==> config.mk <==
export PLATFORM = sky130hd
export DESIGN_NAME = tc9_to_binary
export DESIGN_NICKNAME = d
export VERILOG_FILES = /design/src/rtl/tc9_to_binary.sv
export SDC_FILE = /design/constraint.sdc
export NUM_CORES = 1
export LEC_CHECK = 0
export ABC_AREA = 1
export BUFFER_PORTS_ARGS = -buffer_cell sky130_fd_sc_hd__buf_2
export CORE_MARGIN = 1.5
export CORE_UTILIZATION = 47
export DETAILED_ROUTE_END_ITERATION = 8
export GPL_TIMING_DRIVEN = 0
export PLACE_DENSITY = 0.8
export SETUP_SLACK_MARGIN = 0.3
export SYNTH_ARGS = -nofsm -noshare
export SYNTH_HDL_FRONTEND = slang
export SYNTH_SLANG_ARGS = --single-unit
==> constraint.sdc <==
create_clock -name clk -period 3.1 [get_ports clk]
set_clock_uncertainty 0.15 [all_clocks]
set_input_delay 0.62 -clock clk [delete_from_list [all_inputs] [get_ports clk]]
set_output_delay 0.62 -clock clk [all_outputs]
set_load 0.01 [all_outputs]
==> src/rtl/tc9_to_binary.sv <==
`default_nettype none
// ============================================================================
// Module   : tc9_to_binary
// Purpose  : Two-stage valid/ready decoder from 8-bit mod-9 thermometer code
//            to 4-bit binary, flagging malformed codes with a saturating count.
// Revision : 1.0 - initial release
// ============================================================================
module tc9_to_binary #(
    parameter int CNT_W = 8
) (
    input  logic             clk,
    input  logic             rst_n,
    input  logic             in_valid,
    output logic             in_ready,
    input  logic [8:1]       in_tc,
    output logic             out_valid,
    input  logic             out_ready,
    output logic [4:1]       out_bin,
    output logic             out_err,
    output logic [CNT_W-1:0] err_cnt,
    input  logic             err_clr
);

    localparam logic [CNT_W-1:0] c_cnt_max = '1;
    localparam logic [CNT_W-1:0] c_cnt_one = {{(CNT_W-1){1'b0}}, 1'b1};

    logic             r_s1_valid;
    logic [8:1]       r_s1_tc;
    logic             r_s1_legal;
    logic             r_s2_valid;
    logic [4:1]       r_s2_bin;
    logic             r_s2_err;
    logic [CNT_W-1:0] r_err_cnt;

    logic             w_s2_ld;
    logic             w_s1_ld;
    logic             w_legal;
    logic             w_out_xfer;
    logic [4:1]       w_ones;

    // Each stage may advance when it is empty or its successor will advance.
    assign w_s2_ld    = !r_s2_valid || out_ready;
    assign w_s1_ld    = !r_s1_valid || w_s2_ld;
    assign in_ready   = rst_n && w_s1_ld;
    assign w_out_xfer = r_s2_valid && out_ready;

    // Legal iff the ones are contiguous from bit 1: no set bit above a clear one.
    always_comb begin
        w_legal = 1'b1;
        for (int k = 1; k < 8; k++) begin
            if (in_tc[k+1] && !in_tc[k]) begin
                w_legal = 1'b0;
            end
        end
    end

    always_comb begin
        w_ones = '0;
        for (int k = 1; k <= 8; k++) begin
            w_ones = w_ones + {3'b000, r_s1_tc[k]};
        end
    end

    always_ff @(posedge clk) begin
        if (!rst_n) begin
            r_s1_valid <= 1'b0;
            r_s1_tc    <= '0;
            r_s1_legal <= 1'b0;
        end else if (w_s1_ld) begin
            r_s1_valid <= in_valid;
            if (in_valid) begin
                r_s1_tc    <= in_tc;
                r_s1_legal <= w_legal;
            end
        end
    end

    always_ff @(posedge clk) begin
        if (!rst_n) begin
            r_s2_valid <= 1'b0;
            r_s2_bin   <= '0;
            r_s2_err   <= 1'b0;
        end else if (w_s2_ld) begin
            r_s2_valid <= r_s1_valid;
            if (r_s1_valid) begin
                r_s2_bin <= r_s1_legal ? w_ones : 4'd0;
                r_s2_err <= !r_s1_legal;
            end
        end
    end

    // Clear has priority over a coincident increment.
    always_ff @(posedge clk) begin
        if (!rst_n) begin
            r_err_cnt <= '0;
        end else if (err_clr) begin
            r_err_cnt <= '0;
        end else if (w_out_xfer && r_s2_err && (r_err_cnt != c_cnt_max)) begin
            r_err_cnt <= r_err_cnt + c_cnt_one;
        end
    end

    assign out_valid = r_s2_valid;
    assign out_bin   = r_s2_bin;
    assign out_err   = r_s2_err;
    assign err_cnt   = r_err_cnt;

endmodule
`default_nettype wire

Word-level counts from Yosys, hierarchy flattened
Index checks and enable logic that the tools add are counted.
{"block": "classes", "n_addsub": 8, "n_reduce_logical": 26, "mux": 8, "eq_ne": 1, "bitwise": 1}
{"operator": "adder 4 x 1 -> 4 bit", "n": 4}
{"operator": "logical AND 1 bit", "n": 11}
{"operator": "logical NOT 1 bit", "n": 10}
{"operator": "adder 8 x 1 -> 8 bit (second input constant)", "n": 1}
{"operator": "inequality test 8 bit (second input constant)", "n": 1}
{"operator": "two-way mux 1 bit", "n": 7}
{"operator": "adder 3 x 1 -> 4 bit", "n": 1}
{"operator": "two-way mux 4 bit", "n": 1}
{"operator": "AND reduction 2 bit", "n": 2}
{"operator": "adder 2 x 1 -> 3 bit", "n": 1}
{"operator": "adder 1 x 1 -> 2 bit", "n": 1}
{"operator": "logical OR 1 bit", "n": 2}
{"operator": "OR reduction 2 bit", "n": 1}
{"operator": "NOT 1 bit", "n": 1}
{"block": "word_totals", "register_bits": 24, "input_bits": 13, "out_inout_bits": 15}

Depth between registers and ports, before layout
{"block": "depth", "word_depth": 9, "depth_mapped": 11}

Least setup slack after synthesis
OpenSTA, ideal clock, no wires.
{"block": "synth_path", "path_kind": "register to register", "startpoint": "register r_s1_tc[1] (netlist name)", "endpoint": "register r_s2_bin (netlist bit out_bin[3])", "path_stages_with_launch": 12, "n_path_buf": 0, "t_arrival_ns": 2.684, "required_ns": 2.830, "setup_slack_ns": 0.146, "period_less_slack_ns": 2.954, "cell_sequence": "dfxtp_1 -> fa_1 -> inv_1 -> fa_1 -> fa_1 -> inv_1 -> ha_1 -> inv_1 -> fa_1 -> xnor2_1 -> a22oi_1 -> nor2_1"}
{"block": "synth_between", "elab_chain_cells": 8}
{"item": "start: declaration", "line": "28", "rtl": "logic [8:1] r_s1_tc;"}
{"item": "start signal: assignment", "line": "72", "rtl": "r_s1_tc <= in_tc;"}
{"item": "adder 1 x 1 -> 2 bit", "line": "60", "rtl": "w_ones = w_ones + {3'b000, r_s1_tc[k]};"}
{"item": "adder 2 x 1 -> 3 bit", "line": "60"}
{"item": "adder 3 x 1 -> 4 bit", "line": "60"}
{"item": "adder 4 x 1 -> 4 bit (4 in a row)", "line": "60"}
{"item": "two-way mux 4 bit", "line": "86", "rtl": "r_s2_bin <= r_s1_legal ? w_ones : 4'd0;"}
{"item": "end signal: assignment", "line": "86"}
{"item": "end: declaration", "line": "31", "rtl": "logic [4:1] r_s2_bin;"}
Every way passes these cells.
A chain may end at the register's enable or synchronous reset.

Worst setup path after layout
Same ends and word-level chain as after synthesis.

==> impl_metrics.yaml <==
timing:
  relSlewSlack: 0.797
  fmax_mhz: 333
  min_period_ps: 3010
  tightest_slew_ps: 305
  slew_violations: 0
  finalHoldViolations: 0
  tns_ps: 0
  rsz0062_at_grt: "yes"
  finalSetupViolCount: 0
  fin_crit_sh: 0.970
synth:
  synthCells: 168
  synthMuxAreaShare: 0
  yosys.area_share.simple: 0.259
  syn_area_sq_um: 1250
  yosys-top-cells-area: "dfxtp_1 (39%), nand2_1 (9.9%), inv_1 (7.5%)"
  avgSynthCellArea_sq_um: 7.42
  synthDominantCellAreaShare: 0.386
  synthDistinctLibCells: 23
  synth_xor_area_frac: 0.0281
  ys_ff_latch: 24
  synth_adder_area_share: 0.104
  syn-num-nets: 189
  synth_compound_area_frac: 0.133
  ys_seq_area_frac: 0.386
  synth_area_leader_cell: "dfxtp_1"
  yosysWarnings: 0
  synth_top_family_by_area: "simple AND/OR/NAND/NOR gates"
floorplanning:
  die_w_microns: 54.5
  start_util: 0.498
  io_pins: 28
  rows: 18
  dieArea_sq_um: 2970
  coreArea_sq_um: 2500
  die_h_microns: 54.5
setup_path:
  setup.worst_path.start: "r_s1_tc[1]"
  path_class: "reg2reg"
  worstSetupEndpointType: "register"
  endpoint: "out_bin[3]"
  start_kind: "register"
  crit_fanout: 2
  arrival_ps: 3070
  r2r-start: "r_s1_tc[1]"
  r2r_slack_ps: 90
  reg2reg_to: "out_bin[3]"
  required_ps: 3160
  reg2reg_depth: 11
placed_design:
  gp_congestion: 0.706
  dp_hpwl_microns: 1850
  portBuffers: 27
  placed_cells: 225
  dpl_cell_area_sq_um: 1420
clocking:
  insertion_delay_ps: 320
  cts_tree: "done"
  cts_buffers: 3
  cts_buffer_depth: 2
  clock_sinks: 24
  htree_levels: 1
  clk_pin_slew_ps: 130
  clockRootBuffer: "clkbuf_4"
power:
  power_density_nw_per_um2: 408
  leakage_uw: 0.000676
  irDropWorstVdd_v: 0.000362
drt:
  ant_nets: 0
  vias: 1113
  dr_wl_met3_microns: 89
  wl_met2_microns: 1130
  top_layer_used: "met4"
  drc: 0
  wl_per_cell_microns: 10.7
  routed_wl_microns: 2480
  via_per_inst: 4.82
  drt_iter0_drc: 19
  drt-met1-wl_microns: 1230
  first_pass_iters: 4
global_route:
  gr-total-overflow: 0
  grt_pass1_vias: 960
  grt_max_degree: 14
  grt_pass1_wl_microns: 3930
  grt_usage: 0.186
  antenna_found_initial: 0
layout:
  drive_gt1_frac: 0.259
  final_cell_mix: "nand2_1 (32), buf_2 (27), inv_1 (23), dfxtp_1 (23), nor2_1 (20)"
  syn2layout_area_growth_pct: 20.9
  stdcell_count: 231
  fillCellCount: 236
  regArea_sq_um: 482
  postLayoutCellArea_sq_um: 1510
  final_common_cell: "nand2_1"
  layout.nets: 223
  multi_input_area_sq_um: 681
  n_antenna_cell: 0
flow_run:
  drv_cap: 0
run_status:
  outcome: "finished clean"
min_path:
  hp-class: "reg2reg"
flip-flops by register name (all words and copies together) (netlist names):
register	flops
out_err	1
out_bin	4
err_cnt	8
r_s1_legal	1
r_s1_valid	1
r_s1_tc	8
out_valid	1
metal layers:
| layer | vias up | GRT usage |
|---|---|---|
| li1 | 593 | - |
| met1 | 489 | 0.228 |
| met2 | 29 | 0.303 |
| met3 | 2 | 0.0519 |
| met4 | 0 | 0.0792 |
| met5 | - | 0 |
repair_timing:
| action | 4_1_cts | 5_1_grt |
|---|---|---|
| hold buffers | 0 | 0 |
| endpoints found under the setup margin | 2 | 3 |
| buffers inserted | 1 | 1 |
| gates resized for setup | 3 | 7 |
| pin swaps | 1 | 3 |
synth_stat cells:
cell type and instances:
nand2_1 33, inv_1 25, dfxtp_1 24, nor2_1 20, a21oi_1 16, o21ai_0 10
nand3_1 7, fa_1 4, ha_1 4, o21ai_1 4, nand2_2 3, nor2_4 3
a22oi_1 2, inv_2 2, xnor2_1 2, xor2_1 2, buf_1 1, buf_4 1
nand2_4 1, nand3b_1 1, nand4_1 1, nor2_2 1, nor3_1 1
where the power goes:
part | internal, uW | leakage, uW | switching, uW
Clock | 71.8 | 0.0000210 | 93.3
Combinational | 55.3 | 0.000458 | 67.3
Sequential | 320 | 0.000197 | 7.04
critical path, cell delays in order (launching register included):
cell and delay [ps]:
dfxtp_2 350, fa_1 520, inv_1 50, fa_1 500
fa_1 430, inv_2 80, ha_4 140, inv_2 40
fa_2 330, xnor2_1 130, a22oi_1 130, nor2_1 50
stage by stage:
step	utilization	worst slack [ps]	power (uW)	hold WS, ps
floorplan	-	190	406	310
global placement	0.569	94.7	433	303
detailed placement	0.569	86.3	434	308
CTS	0.588	81.2	601	327
global route	0.603	8.42	661	358
finish	0.603	93.6	615	334
worst min path at each step:
stage                from         end  slack [ps]  cells past startpoint
2_1_floorplan  r_s1_tc[8]  r_s1_tc[8]         310                      2
3_3_place_gp   out_bin[1]  out_bin[1]         300                      2
3_5_place_dp   out_bin[1]  out_bin[1]         310                      2
4_1_cts        out_bin[1]  out_bin[1]         330                      2
5_1_grt        out_bin[2]  out_bin[2]         360                      2
6_report       out_bin[2]  out_bin[2]         330                      2
layout make-up:
| type | count | share of cell area |
|---|---|---|
| flip-flops and latches | 24 | 0.320 |
| well taps | 30 | 0.0249 |
| inverters | 27 | 0.0673 |
| clock buffers | 4 | 0.0241 |
| plain buffers | 2 | 0.00748 |
| multi-input cells | 115 | 0.452 |
| repair buffers | 29 | 0.105 |
logic make-up (layout without fill, tap and decap cells):
group / count (synthesis) / in the layout
AO/OA/AOI/OAI: 32 / 32
XOR/XNOR: 4 / 4
adder cells (fa/ha/maj): 8 / 8
buffers and inverters: 29 / 62
flip-flops: 24 / 24
AND/OR/NAND/NOR: 71 / 71
No activity file was read; power rests on OpenSTA's default activity.
